<file path="config.mk">
export PLATFORM = sky130hd
export DESIGN_NAME = adc_log_pipeline
export DESIGN_NICKNAME = d
export VERILOG_FILES = /design/src/rtl/adc_log_pkg.sv /design/src/rtl/adc_log_pipeline_log2_lzd.sv /design/src/rtl/adc_log_pipeline.sv
export SDC_FILE = /design/constraint.sdc
export NUM_CORES = 1
export LEC_CHECK = 0
export ABC_AREA = 0
export CAP_MARGIN = 20
export CORE_AREA = 2 2 181 183
export CTS_CLUSTER_DIAMETER = 40
export DETAILED_ROUTE_END_ITERATION = 10
export DIE_AREA = 0 0 183 185
export GPL_ROUTABILITY_DRIVEN = 0
export GPL_TIMING_DRIVEN = 0
export PLACE_DENSITY = 0.43
export SLEW_MARGIN = 20
export SYNTH_ARGS = -nofsm -noshare
export SYNTH_HDL_FRONTEND = slang
export SYNTH_SLANG_ARGS = --single-unit
</file>
<file path="constraint.sdc">
create_clock -name clk -period 3.9 [get_ports clk]
set_clock_uncertainty 0.2 [all_clocks]
set_input_delay 0.78 -clock clk [delete_from_list [all_inputs] [get_ports clk]]
set_output_delay 0.78 -clock clk [all_outputs]
set_load 0.005 [all_outputs]
</file>
<file path="src/rtl/adc_log_pkg.sv">
// Shared constants and stage payload type for the ADC-to-ln(mV) pipeline.
package adc_log_pkg;

    localparam int SCALE  = 1000;
    localparam int SHIFT  = 16;
    localparam int MV_MAX = 1000;
    localparam int LN2_Q  = 177;
    localparam int FRAC_W = 8;

    localparam int FLAG_ZERO = 0;
    localparam int FLAG_SAT  = 1;

    // Payload fields are sized for the widest supported configuration.
    localparam int PAY_CH_W = 8;
    localparam int PAY_W    = 16;

    typedef struct packed {
        logic                valid;
        logic [PAY_CH_W-1:0] ch;
        logic [1:0]          flags;
        logic [PAY_W-1:0]    data;
    } stage_t;

endpackage

</file>
<file path="src/rtl/adc_log_pipeline_log2_lzd.sv">
// Leading-one detector: returns the integer part p of log2(mv) and the
// FRAC_W bits directly below the leading one as the fractional estimate.
module log2_lzd #(
    parameter int  MV_W   = 16,
    parameter int  FRAC_W = 8,
    localparam int P_W    = (MV_W > 1) ? $clog2(MV_W) : 1
) (
    input  logic [MV_W-1:0]   i_mv,
    output logic [P_W-1:0]    o_p,
    output logic [FRAC_W-1:0] o_f
);

    logic [MV_W+FRAC_W-1:0] w_ext;
    logic [MV_W+FRAC_W-1:0] w_align;

    always_comb begin
        o_p = '0;
        for (int i = 0; i < MV_W; i++) begin
            if (i_mv[i[P_W-1:0]]) o_p = P_W'(i);
        end
    end

    // Move the leading one to the top bit; the FRAC_W bits below it are the
    // fraction, with zeros shifted in when fewer bits exist below the one.
    assign w_ext   = {i_mv, FRAC_W'(0)};
    assign w_align = w_ext << (MV_W - 1 - int'(o_p));
    assign o_f     = FRAC_W'(w_align >> (MV_W - 1));

endmodule

</file>
<file path="src/rtl/adc_log_pipeline.sv">
// Four-stage ADC code -> millivolt -> log2 -> ln(mV) converter feeding the
// capture FIFO, with whole-pipe stall on FIFO full and a refused-sample counter.
module adc_log_pipeline
    import adc_log_pkg::*;
#(
    parameter int  DATA_W = 16,
    parameter int  N_CH   = 4,
    parameter int  SCALE  = adc_log_pkg::SCALE,
    parameter int  SHIFT  = adc_log_pkg::SHIFT,
    parameter int  MV_W   = 16,
    parameter int  MV_MAX = adc_log_pkg::MV_MAX,
    parameter int  FRAC_W = adc_log_pkg::FRAC_W,
    parameter int  LN2_Q  = adc_log_pkg::LN2_Q,
    parameter int  CNT_W  = 16,
    localparam int CH_W   = (N_CH > 1) ? $clog2(N_CH) : 1
) (
    input  logic              clk,
    input  logic              rst,
    input  logic [DATA_W-1:0] adc_data,
    input  logic [CH_W-1:0]   adc_ch,
    input  logic              valid_in,
    output logic              in_ready,
    input  logic              fifo_full,
    output logic              wr_en,
    output logic [15:0]       result_data,
    output logic [CH_W-1:0]   result_ch,
    output logic [1:0]        result_flags,
    output logic [CNT_W-1:0]  drop_cnt
);

    localparam int PROD_W = DATA_W + $clog2(SCALE) + 1;
    localparam int P_W    = (MV_W > 1) ? $clog2(MV_W) : 1;
    localparam int LOG_W  = P_W + FRAC_W;
    localparam int LNP_W  = PAY_W + FRAC_W;

    function automatic logic [MV_W:0] clamp_mv(input logic [PROD_W-1:0] x);
        if (x > PROD_W'(MV_MAX)) return {1'b1, MV_W'(MV_MAX)};
        return {1'b0, MV_W'(x)};
    endfunction

    function automatic logic [PAY_W-1:0] ln_of(input logic [PAY_W-1:0] lg,
                                               input logic zero);
        logic [LNP_W-1:0] prod;
        prod = LNP_W'(lg) * LNP_W'(LN2_Q);
        if (zero) return '0;
        return PAY_W'(prod >> FRAC_W);
    endfunction

    function automatic logic [CNT_W-1:0] sat_inc(input logic [CNT_W-1:0] c);
        return (&c) ? c : c + CNT_W'(1);
    endfunction

    stage_t r_p1, r_p2, r_p3, r_p4;
    stage_t w_s1, w_s2, w_s3, w_s4;
    logic [CNT_W-1:0]  r_drop;
    logic              w_stall;
    logic              w_en;
    logic [PROD_W-1:0] w_prod;
    logic [MV_W:0]     w_mv_sat;
    logic [P_W-1:0]    w_p;
    logic [FRAC_W-1:0] w_f;
    logic              w_unused;

    assign w_stall  = r_p4.valid & fifo_full;
    assign w_en     = ~w_stall;
    assign in_ready = w_en;

    // S1: scale to millivolts and clamp; empty slots carry an all-zero payload
    assign w_prod   = (PROD_W'(adc_data) * PROD_W'(SCALE)) >> SHIFT;
    assign w_mv_sat = clamp_mv(w_prod);

    always_comb begin
        w_s1 = '0;
        if (valid_in) begin
            w_s1.valid            = 1'b1;
            w_s1.ch               = PAY_CH_W'(adc_ch);
            w_s1.flags[FLAG_SAT]  = w_mv_sat[MV_W];
            w_s1.flags[FLAG_ZERO] = (w_mv_sat[MV_W-1:0] == '0);
            w_s1.data             = PAY_W'(w_mv_sat[MV_W-1:0]);
        end
    end

    // S2: leading-one position and fraction packed as {p, f}
    log2_lzd #(
        .MV_W   (MV_W),
        .FRAC_W (FRAC_W)
    ) u_lzd (
        .i_mv (MV_W'(r_p1.data)),
        .o_p  (w_p),
        .o_f  (w_f)
    );

    always_comb begin
        w_s2      = r_p1;
        w_s2.data = PAY_W'({w_p, w_f});
    end

    // S3: fixed-point log2 in 8.8
    always_comb begin
        w_s3      = r_p2;
        w_s3.data = PAY_W'((LOG_W'(r_p2.data[FRAC_W +: P_W]) << FRAC_W)
                           | LOG_W'(r_p2.data[FRAC_W-1:0]));
    end

    // S4: ln = log2 * ln(2), forced to zero for a zero reading
    always_comb begin
        w_s4      = r_p3;
        w_s4.data = ln_of(r_p3.data, r_p3.flags[FLAG_ZERO]);
    end

    always_ff @(posedge clk or posedge rst) begin
        if (rst) begin
            r_p1 <= '0;
            r_p2 <= '0;
            r_p3 <= '0;
            r_p4 <= '0;
        end else if (w_en) begin
            r_p1 <= w_s1;
            r_p2 <= w_s2;
            r_p3 <= w_s3;
            r_p4 <= w_s4;
        end
    end

    always_ff @(posedge clk or posedge rst) begin
        if (rst) begin
            r_drop <= '0;
        end else if (valid_in && !in_ready) begin
            r_drop <= sat_inc(r_drop);
        end
    end

    assign wr_en        = r_p4.valid & ~fifo_full;
    assign result_data  = r_p4.data;
    assign result_ch    = r_p4.ch[CH_W-1:0];
    assign result_flags = r_p4.flags;
    assign drop_cnt     = r_drop;

    assign w_unused = ^{r_p1.data, r_p2.data, r_p4.ch};

endmodule

</file>
======== After elaboration in Yosys (flattened, before gate mapping) ========
Index checks and enable logic that the tools add are counted.
storage, ports and cells
  flip-flop bits (word level) ............. 96
  logic and storage cells ................. 55
cells by class
  add/subtract/negate cells ............... 2
  $mul .................................... 2
  magnitude comparators ................... 1
  shift operators ......................... 1
  multiplexer cells ....................... 22
  bitwise gates (word level) .............. 6
  reductions and logical operators ........ 4
operators by type and width
  cell                     count
  $mux W4                  14
  $mux W17                 2
  $mux W16                 2
  $shl A24 B32 Y23         1
  $mux W27                 1
  $mul A16 B8 Y24 const B  1
  $mul A16 B7 Y23 const B  1
  $add A16 B1 Y16 const B  1
  $logic_not A16 Y1        1
  $reduce_and A16 Y1       1
  $or A12 B8 Y12           1
  $gt A10 B10 Y1 const B   1
  $sub A4 B4 Y5 const A    1
  $mux W1                  3
  $not A1 Y1               3
  $and A1 B1 Y1            2
  $reduce_and A2 Y1        1
  $logic_and A1 B1 Y1      1

======== Logic depth before layout (Yosys ltp) ========
  depth in word-level cells ............... 17
  mapped depth ............................ 18
  depth with buffers taken out ............ 17

======== Modules after synthesis ========
Synthesis repeated with hierarchy kept, for this count alone.
unflattened totals
  cell total of the unflattened synthesis .. 943
  area, all modules ....................... 8,604.5 um^2
modules (own cells, without submodules)
  module            times used  cells an instance  area an instance (um^2)
  adc_log_pipeline  1           800                7,662.3
  log2_lzd          1           143                942.2

======== Least setup slack after synthesis ========
OpenSTA, ideal clock, no wires.
  path type ............................... input port to flip-flop
  start point ............................. in adc_data[9]
  end point ............................... reg r_p1[1] in the netlist's numbering
  arrival time ............................ 4.944 ns
  data required time ...................... 3.570 ns
  slack ................................... -1.374 ns
  stages on the path ...................... 18
  path through ............................ inv_1 > fa_1 > fa_1 > inv_1 > fa_1 > inv_1 > fa_1 > inv_1 > ha_1 > buf_6 > a21oi_4 > o211ai_2 > a2111oi_2 > mux2i_1 > a311o_1 > nor4_2 > o21a_4 > o31ai_1
on the way
  longest elaborated chain between the ends .. 5
ends and longest elaborated chain
  what                  RTL line                 source
  start, declared       adc_log_pipeline.sv:19   input logic [DATA_W-1:0] adc_data,
  $mul A16 B7 Y23 (*)   adc_log_pipeline.sv:69   assign w_prod = (PROD_W'(adc_data) * PROD_W'(SCALE)) >> SHIFT;
  $gt A10 B10 Y1        adc_log_pipeline.sv:37   if (x > PROD_W'(MV_MAX)) return {1'b1, MV_W'(MV_MAX)};
  $mux W1               adc_log_pipeline.sv:37
  $mux W17 (*)          adc_log_pipeline.sv:38   return {1'b0, MV_W'(x)};
  $mux W27 (*)          adc_log_pipeline.sv:74   if (valid_in) begin
  end signal, assigned  adc_log_pipeline.sv:118  r_p1 <= w_s1;
  end, declared         adc_log_pipeline.sv:53   stage_t r_p1, r_p2, r_p3, r_p4;
Every way passes the cells marked *; elsewhere a longest branch is shown, timed or not.
A chain may end at the register's enable or synchronous reset.

======== Worst setup path in the final report ========
  start point ............................. in adc_data[8]
  end point ............................... reg r_p1[1] in the netlist's numbering
Same word-level chain as after synthesis.

==> summary.md <==
| Metric | Value |
|---|---|
| DR WL/cell | `13.3 um` |
| CTS Buffer Depth | `2` |
| Status | `complete, but fails checks` |
| Distinct cells, synth | `74` |
| Crit path time final | `a little over 5 ns` |
| Routed WL | `around 18000 um` |
| Setup tns final | `-12.11 ns` |
| Crit end category | `flip-flop` |
| Layout overhead on the synthesized area | `29.9%` |
| Die Area | `33900 um2` |
| Worst-margin pin slew | `0.869 ns` |
| Net count, final | `roughly 1100` |
| Remaining DRCs | `0` |
| Starting Density | `0.247` |
| Die Y | `185 um` |
| FF+latch count, synth | `a little over 80` |
| Core area | `32000 um2` |
| Drt pass-1 iters | `4` |
| Synth Cell Area | `between 7000 and 8000 um2` |
| Worst EP arrival | `5.12 ns` |
| Critical path startpoint category | `primary input` |
| Worst-path clk slew | `0.07 ns` |
| Total CTS buffers | `9` |
| Max Freq | `196 MHz` |
| Synth Instances | `836` |
| WS Path Type | `in2reg` |
| Non-filler cells, final | `1364` |
| Top cell type's share of synthesized area | `0.263` |
| Ys async rst share | `1.00` |
| Final Hold Viols | `0` |
| Num Clock Sinks | `83` |
| Top cells by area, synth | `dfrtp_1 26%, fa_1 17%, ha_1 16%, inv_1 6.8%, nand2_1 5.6%` |
| H-tree levels | `3` |
| Placed Cells | `1303` |
| Avg Inst Size Synth | `9.45 um2` |
| Global Route Usage Sum | `0.112` |
| DR vias/cell | `4.32` |
| Chip width | `approximately 180 um` |
| First-pass GRT wire length | `30400 um` |
| RSZ-0062 raised after global routing | `yes` |
| Filler cell count | `3381` |
| Crit Path Max Fanout | `4` |
| GRT Residual Overflow | `0` |
| # setup viols final | `18` |
| Number of global-route vias before repair | `5967` |
| Max-slew violations | `0` |
| Ratio of cells with drive above 1 in the final layout | `0.210` |
| Clk Latency, worst-skew pair | `0.35 ns` |
| Critical Path RT | `3.92 ns` |
| Hold crit path type | `reg2reg` |
| Largest net degree at the start of global routing | `60` |
| # rows | `66` |
| ANT nets after route | `0` |
| Register area share after synthesis | `0.263` |
| EDFF count, synth | `0` |
| Final worst-path cycle share | `1.31` |
| IO buf count | `between 50 and 60` |
| Total number of vias | `approximately 6000` |
| HPWL Detailed | `14000 um` |
| CTS tree | `yes` |
| Initial DRC count | `195` |
| Boundary Pins | `60` |
| Synth Warn # | `0` |
| Setup WS post-layout | `-1.20 ns` |
| CTS Root Cell | `clkbuf_16` |
| Primary FF master, synth | `dfrtp_1` |
| Failing checks | `setup timing` |
| ANT cells | `0` |
| # Max-Cap Violations | `0` |
| Antenna violations before repair | `0` |
| Leading area contributor after synthesis | `dfrtp_1` |
| Max_slew headroom | `0.418` |
## stage by stage
stage	hold WS [ns]	setup slack, ns	instance area, um2	utilization
after floorplan	0.230	-1.36	8020	-
after global placement	0.245	-2.40	9090	0.284
after detailed placement	0.255	-2.51	9120	0.285
after CTS	0.270	-1.25	10000	0.312
after global routing	0.288	-1.36	10300	0.320
final	0.265	-1.20	10300	0.320
## cell type report
cell class              count  area [um2]  share of cell area
inverters                 144         591              0.0575
clock inverters             6        70.1             0.00683
multi-input cells         569        5560               0.541
repair buffers            104         988              0.0963
well taps                 408         510              0.0497
clock buffers              10         239              0.0233
flip-flops and latches     83        2080               0.202
plain buffers              40         230              0.0224
## per-layer routing
metal | global-route usage | routed length [um] | part of all wire | vias up
li1 | - | - | - | 2980
met1 | 0.148 | 8720 | 0.48 | 2852
met2 | 0.192 | 8860 | 0.49 | 55
met3 | 0.0151 | 316 | 0.017 | 12
met4 | 0.0294 | 204 | 0.011 | 0
met5 | 0 | 0 | 0 | -
## sequential cells by signal, summed over array words and instances, names as in the netlist
| name | cells |
|---|---|
| r_p4 | 1 |
| drop_cnt | 16 |
| result_ch | 2 |
| result_data | 13 |
| r_p2 | 17 |
| r_p3 | 17 |
| result_flags | 2 |
| r_p1 | 15 |
## cells in the mapped netlist, drive strengths merged, types with 13 or more instances
| cell | number |
|---|---|
| ha | 100 |
| xnor2 | 18 |
| nand3 | 14 |
| dfrtp | 83 |
| clkbuf | 21 |
| o21ai | 35 |
| buf | 21 |
| a21oi | 28 |
| xor2 | 13 |
| nor3 | 14 |
| fa | 68 |
| nor2 | 33 |
| nand2 | 119 |
| inv | 144 |
## worst max-delay path: stages
cell and delay (ns):
buf_6 0.11, inv_6 0.07, fa_2 0.45, fa_1 0.49, inv_1 0.05, fa_1 0.49
inv_1 0.05, fa_1 0.49, inv_1 0.06, ha_4 0.28, buf_4 0.10, nand2_1 0.07
a21oi_4 0.22, buf_4 0.15, a21o_1 0.17, nor3_1 0.09, a311o_1 0.32, nor4_4 0.35
o21a_4 0.24, o31ai_4 0.08
## timing repair
action | in CTS | in global routing
resized for setup | 155 | 52
setup buffers | 36 | 12
hold buffers | 0 | 0
cloned | 0 | 0
endpoints found under the setup margin | 19 | 21
pin swaps | 52 | 33
## placed cells by master (no fill, tap or decap), types with 19 or more instances in the layout
master             n
clkdlybuf4s50_1   40
nor2_1            31
inv_1            124
nand2_1          116
buf_4             62
fa_1              64
dfrtp_1           82
o21ai_0           27
ha_1              82
a21oi_1           19
## kinds of logic after synthesis
kind of cell    synth area share
compound gates             0.132
xor+xnor                  0.0344
fa+ha+maj                  0.331
buf+inv                   0.0988
flops                      0.263
mux                       0.0122
other cells             0.000475
simple gates               0.129
## path summary, 6_finish.rpt
check                           slack, ns  cells after the start         endpoint         from
worst min-delay path                 0.27                      2         r_p3[26]     r_p3[26]
worst max-delay path                -1.20                     20          r_p1[1]  adc_data[8]
min in group asynchronous            0.56                      2      drop_cnt[4]          rst
worst min register to register       0.27                      2         r_p3[26]     r_p3[26]
worst max register to register      -0.19                     15  result_data[10]      r_p3[3]
max in group asynchronous            2.35                      3   result_data[9]          rst
Power is not shown: default switching activity piles up to over one toggle a cycle in this logic, so the estimate is an artifact.
